$ cat src/rtl/data_mem_arbiter.sv
// Two-port round-robin arbiter and access sequencer in front of the byte-addressed data memory.
// Port 0 is the CPU load/store unit, port 1 the debug/DMA loader; one transaction every two cycles.
module data_mem_arbiter #(
   parameter int ADDRESS_WIDTH = 17,
   parameter int DATA_WIDTH    = 32
) (
   input  logic                     CLK,
   input  logic                     RST,
   input  logic                     REQ0,
   input  logic                     WEN0,
   input  logic [1:0]               SIZE0,
   input  logic                     UNS0,
   input  logic [ADDRESS_WIDTH-1:0] ADDR0,
   input  logic [DATA_WIDTH-1:0]    WDATA0,
   input  logic                     REQ1,
   input  logic                     WEN1,
   input  logic [1:0]               SIZE1,
   input  logic                     UNS1,
   input  logic [ADDRESS_WIDTH-1:0] ADDR1,
   input  logic [DATA_WIDTH-1:0]    WDATA1,
   output logic                     GNT0,
   output logic                     GNT1,
   output logic                     RVALID0,
   output logic                     RVALID1,
   output logic [DATA_WIDTH-1:0]    RDATA,
   output logic                     ERR,
   output logic                     MEM_WE0,
   output logic                     MEM_WE1,
   output logic                     MEM_WE2,
   output logic                     MEM_WE3,
   output logic [ADDRESS_WIDTH-1:0] MEM_A,
   output logic [DATA_WIDTH-1:0]    MEM_WD,
   input  logic [DATA_WIDTH-1:0]    MEM_RD
);

   typedef enum logic {IDLE, ACCESS} state_t;

   state_t                   state, state_next;
   logic                     last_grant;
   logic                     grant_any;
   logic                     grant_port;
   logic                     lat_port;
   logic                     lat_wen;
   logic                     lat_uns;
   logic [1:0]               lat_size;
   logic [ADDRESS_WIDTH-1:0] lat_addr;
   logic [DATA_WIDTH-1:0]    lat_wdata;
   logic [3:0]               we_mask;
   logic                     we_enable;
   logic [DATA_WIDTH-1:0]    load_ext;

   // Arbitration and next state; on a tie the port that did not win last time is served.
   always_comb begin
      state_next = state;
      grant_any  = 1'b0;
      grant_port = 1'b0;
      GNT0       = 1'b0;
      GNT1       = 1'b0;
      case (state)
         IDLE: begin
            if (!RST) begin
               if (REQ0 && REQ1) begin
                  grant_any  = 1'b1;
                  grant_port = ~last_grant;
               end else if (REQ0) begin
                  grant_any  = 1'b1;
                  grant_port = 1'b0;
               end else if (REQ1) begin
                  grant_any  = 1'b1;
                  grant_port = 1'b1;
               end
               if (grant_any) begin
                  GNT0       = ~grant_port;
                  GNT1       = grant_port;
                  state_next = ACCESS;
               end
            end
         end
         ACCESS: state_next = IDLE;
         default: state_next = IDLE;
      endcase
   end

   // Byte lane mask; RST gates it directly so a reset during ACCESS never commits a partial store.
   always_comb begin
      we_mask = 4'b0000;
      case (lat_size)
         2'b00:   we_mask = 4'b0001;
         2'b01:   we_mask = 4'b0011;
         2'b10:   we_mask = 4'b1111;
         default: we_mask = 4'b0000;
      endcase
   end

   assign we_enable = (state == ACCESS) && lat_wen && !RST;
   assign MEM_WE0   = we_enable && we_mask[0];
   assign MEM_WE1   = we_enable && we_mask[1];
   assign MEM_WE2   = we_enable && we_mask[2];
   assign MEM_WE3   = we_enable && we_mask[3];
   assign MEM_A     = lat_addr;
   assign MEM_WD    = lat_wdata;

   always_comb begin
      load_ext = '0;
      case (lat_size)
         2'b00:   load_ext = {{24{~lat_uns & MEM_RD[7]}}, MEM_RD[7:0]};
         2'b01:   load_ext = {{16{~lat_uns & MEM_RD[15]}}, MEM_RD[15:0]};
         2'b10:   load_ext = MEM_RD;
         default: load_ext = '0;
      endcase
   end

   // Request latch on grant, response registers on the ACCESS edge.
   always_ff @(posedge CLK) begin
      if (RST) begin
         state      <= IDLE;
         last_grant <= 1'b1;
         lat_port   <= 1'b0;
         lat_wen    <= 1'b0;
         lat_uns    <= 1'b0;
         lat_size   <= 2'b00;
         lat_addr   <= '0;
         lat_wdata  <= '0;
         RVALID0    <= 1'b0;
         RVALID1    <= 1'b0;
         ERR        <= 1'b0;
         RDATA      <= '0;
      end else begin
         state   <= state_next;
         RVALID0 <= 1'b0;
         RVALID1 <= 1'b0;
         ERR     <= 1'b0;
         if (grant_any) begin
            last_grant <= grant_port;
            lat_port   <= grant_port;
            lat_wen    <= grant_port ? WEN1   : WEN0;
            lat_size   <= grant_port ? SIZE1  : SIZE0;
            lat_uns    <= grant_port ? UNS1   : UNS0;
            lat_addr   <= grant_port ? ADDR1  : ADDR0;
            lat_wdata  <= grant_port ? WDATA1 : WDATA0;
         end
         if (state == ACCESS) begin
            RDATA   <= lat_wen ? '0 : load_ext;
            ERR     <= (lat_size == 2'b11);
            RVALID0 <= ~lat_port;
            RVALID1 <= lat_port;
         end
      end
   end

endmodule

$ cat config.mk
export PLATFORM = sky130hd
export DESIGN_NAME = data_mem_arbiter
export DESIGN_NICKNAME = d
export VERILOG_FILES = /design/src/rtl/data_mem_arbiter.sv
export SDC_FILE = /design/constraint.sdc
export NUM_CORES = 1
export LEC_CHECK = 0
export BUFFER_PORTS_ARGS = -buffer_cell sky130_fd_sc_hd__clkbuf_2
export CAP_MARGIN = 20
export CORE_ASPECT_RATIO = 0.75
export CORE_MARGIN = 1
export CORE_UTILIZATION = 40
export DETAILED_ROUTE_END_ITERATION = 10
export HOLD_SLACK_MARGIN = 0.1
export PLACE_DENSITY = 0.72
export SETUP_SLACK_MARGIN = 0.3
export SLEW_MARGIN = 20
export SYNTH_ARGS = -nofsm -noshare
export SYNTH_HDL_FRONTEND = slang
export SYNTH_SLANG_ARGS = --single-unit
export TNS_END_PERCENT = 100
$ cat constraint.sdc
create_clock -name CLK -period 3.2 [get_ports CLK]
set_clock_uncertainty 0.2 [all_clocks]
set_input_delay 0.32 -clock CLK [delete_from_list [all_inputs] [get_ports CLK]]
set_output_delay 0.32 -clock CLK [all_outputs]
set_load 0.1 [all_outputs]
==> impl_metrics.json <==
{
  "routed_wl_mm": 12.76,
  "die_x_um": 117.8,
  "die_area_sq_mm": 0.01047,
  "finalSetupViolCount": 0,
  "grt_pass1_wl_mm": 20.06,
  "regToRegStartpoint": "state",
  "ios": 232,
  "ir_drop_v": 0.0002838,
  "wl_per_cell_um": 14.93,
  "clock_path_buffers": 2,
  "min_from": "WDATA0[13]",
  "combPwrFrac_pct": 35.2,
  "num_vias": 4507,
  "start_util_pct": 41.51,
  "grt_overflow_total": 0,
  "endpoint_kind": "primary output",
  "syn_avg_cell_area_sq_um": 8.788,
  "grtUsageTotal_pct": 24.05,
  "nets": 864,
  "hold_viol": 0,
  "slew_headroom_pct": 58.25,
  "numCtsBuffers": 9,
  "antenna_found_initial": 0,
  "cap_violations": 0,
  "cp.arrival_ns": 2.10,
  "port_buffers": 231,
  "syn_inst": 458,
  "drt_iter0_markers": 279,
  "final_layout_size_suffix_gt1_share_pct": 36.79,
  "ys_warn_count": 0,
  "root_buffer": "clkbuf_16",
  "final_cell_mix": "231 x clkbuf_2, 91 x dfxtp_1, 89 x nand2_1",
  "path_class": "flip-flop to primary output",
  "synth_nets": 604,
  "setup_tns_ns": 0,
  "tightestPinTransition_ns": 0.6263,
  "cts_sinks": 91,
  "yosys.area.top_type": "dfxtp_1",
  "final_core_util_pct": 62.23,
  "p_leak_uw": 0.002929,
  "die_y_um": 88.88,
  "drc": 0,
  "synth_area_sq_mm": 0.004025,
  "place_ws_ns": 0.7993,
  "cts_tree": "yes",
  "n_fill_cell": 817,
  "cp-start-kind": "flip-flop",
  "crit_slowest_cell": "ha_1",
  "rows": 31,
  "timing.final.crit_share_pct": 81.73,
  "min_path_type": "input port to flip-flop",
  "rsz0062_at_grt": "no",
  "area_growth_pct": 49.92,
  "status": "finished clean",
  "clk_latency_ns": 0.33,
  "share_seq_of_total_power_pct": 36.8,
  "crit_chain": "inv_1 -> ha_1 -> and3_1 -> clkbuf_2",
  "dpl.hpwl_mm": 8.553,
  "intPower_uw": 2065,
  "max_clock_freq_mhz": 382.4,
  "final_common_cell": "clkbuf_2",
  "cts_resized": 0,
  "fin_ws_ns": 0.5848,
  "routed_via_density": 5.271,
  "final_max_slew_viol_count": 0,
  "clkTransAtPathRegs_ns": 0.06,
  "cp-startpoint": "lat_size[0]",
  "postRouteAntennaNets": 0,
  "period_needed_ns": 2.615,
  "p_clk_share_pct": 28.0,
  "place.gp.congestion": 0.8134,
  "grt_pass1_vias": 4219,
  "required_ns": 2.68,
  "ys_ff_latch": 91,
  "cts_max_level": 3,
  "p_sw_uw": 1452,
  "timing.critical_path.slowest_cell_delay_ns": 0.55,
  "synth.distinct_cells": 32,
  "path_max_fanout": 18,
  "coreArea_sq_mm": 0.009697,
  "p_sw_share_pct": 41.28,
  "drtPass1Iterations": 5,
  "synth_top_area_share_pct": 45.26,
  "grt_max_degree": 62,
  "synth_area_leaders": "dfxtp_1 45%, a32o_1 11%, nand2_1 8.3%",
  "yosysSeqAreaShare_pct": 45.26,
  "power_density_mw_per_mm2": 582.7,
  "num_antenna_cells": 0
}
## synthesized netlist by cell type
cell / number
a221o_1: 1
nor2b_1: 12
a21oi_4: 1
nor4b_4: 1
inv_1: 4
and2_1: 3
a21bo_2: 1
buf_4: 4
nor2_1: 5
nand2_1: 89
a32oi_1: 16
nand2b_1: 44
a21boi_0: 1
a22o_1: 9
buf_1: 5
nor4_1: 1
or2_1: 1
or2_2: 1
nor3_1: 2
a32o_1: 43
clkbuf_1: 16
dfxtp_1: 91
and3b_1: 1
a21oi_1: 18
nand3b_4: 1
buf_2: 18
ha_1: 4
a31oi_1: 10
o21ai_0: 51
and3_1: 2
a22oi_1: 1
o21a_4: 1
## routing by layer
layer / wire [um] / vias to the layer above / share of wire (%) / global-route usage [%]
li1: - / 2168 / - / -
met1: 5293 / 2106 / 41 / 28.67
met2: 6145 / 214 / 48 / 41.71
met3: 1081 / 19 / 8.5 / 6.959
met4: 243 / 0 / 1.9 / 9.091
met5: 0 / - / 0 / 0
## stage by stage
stage,hold slack [ns],area (sq um),total power [uW],cells
global placement,0.2396,5236,2472,787
detailed placement,0.2427,5236,2487,787
global route,0.1098,6035,3665,855
finish,0.1162,6035,3516,855
CTS,0.1019,6035,3544,855
floorplan,0.2126,4036,2245,458
## critical path, delay by kind of cell (launching register included)
family	cells	cell delay [ns]
adders and majority gates	1	0.55
DFF	1	0.35
buffers and inverters	2	0.56
and+or+nand+nor	1	0.29
## logic make-up after synthesis
group	after synthesis	synth area share [%]
compound gates	153	27.91
fa+ha+maj	4	1.243
buf+inv	47	5.316
flops	91	45.26
simple gates	163	20.27
## state kept, by name, summed over array words and instances, names as in the netlist
name and flops:
lat_port 1, state 1, lat_wen 1, MEM_A 17, MEM_WD 32, RDATA 32, RVALID0 1, ERR 1
lat_size 2, RVALID1 1, last_grant 1, lat_uns 1
## worst paths after layout
check,end,slack [ns],depth (start not counted)
worst max register to register,MEM_A[2],0.90,5
worst min register to register,RVALID0,0.25,1
worst min-delay path,MEM_WD[13],0.12,3
worst max-delay path,MEM_WE2,0.58,4
## layout make-up
| type | instances | area [sq um] | share of cell area, % |
|---|---|---|---|
| clock buffer | 9 | 225.2 | 3.732 |
| tap | 132 | 165.2 | 2.737 |
| multi-input combinational | 320 | 2011 | 33.32 |
| sequential | 91 | 1822 | 30.19 |
| clock inverter | 7 | 52.55 | 0.8708 |
| inverter | 4 | 15.01 | 0.2488 |
| timing repair buffer | 292 | 1744 | 28.90 |
## power by group through the flow
stage | registers (uW) | logic [uW] | clock network [uW]
4_1_cts | 1290 | 1230 | 1020
5_1_grt | 1300 | 1300 | 1060
3_3_place_gp | 1310 | 1160 | 0
6_report | 1290 | 1240 | 985
3_5_place_dp | 1320 | 1170 | 0
2_1_floorplan | 1960 | 287 | 0
## what timing repair did
action	in CTS	in global routing
setup endpoints to repair	0	0
buffers inserted	0	0
hold buffers	52	0
endpoints found under the hold margin	42	0
Power figures use the tool's default switching activity.
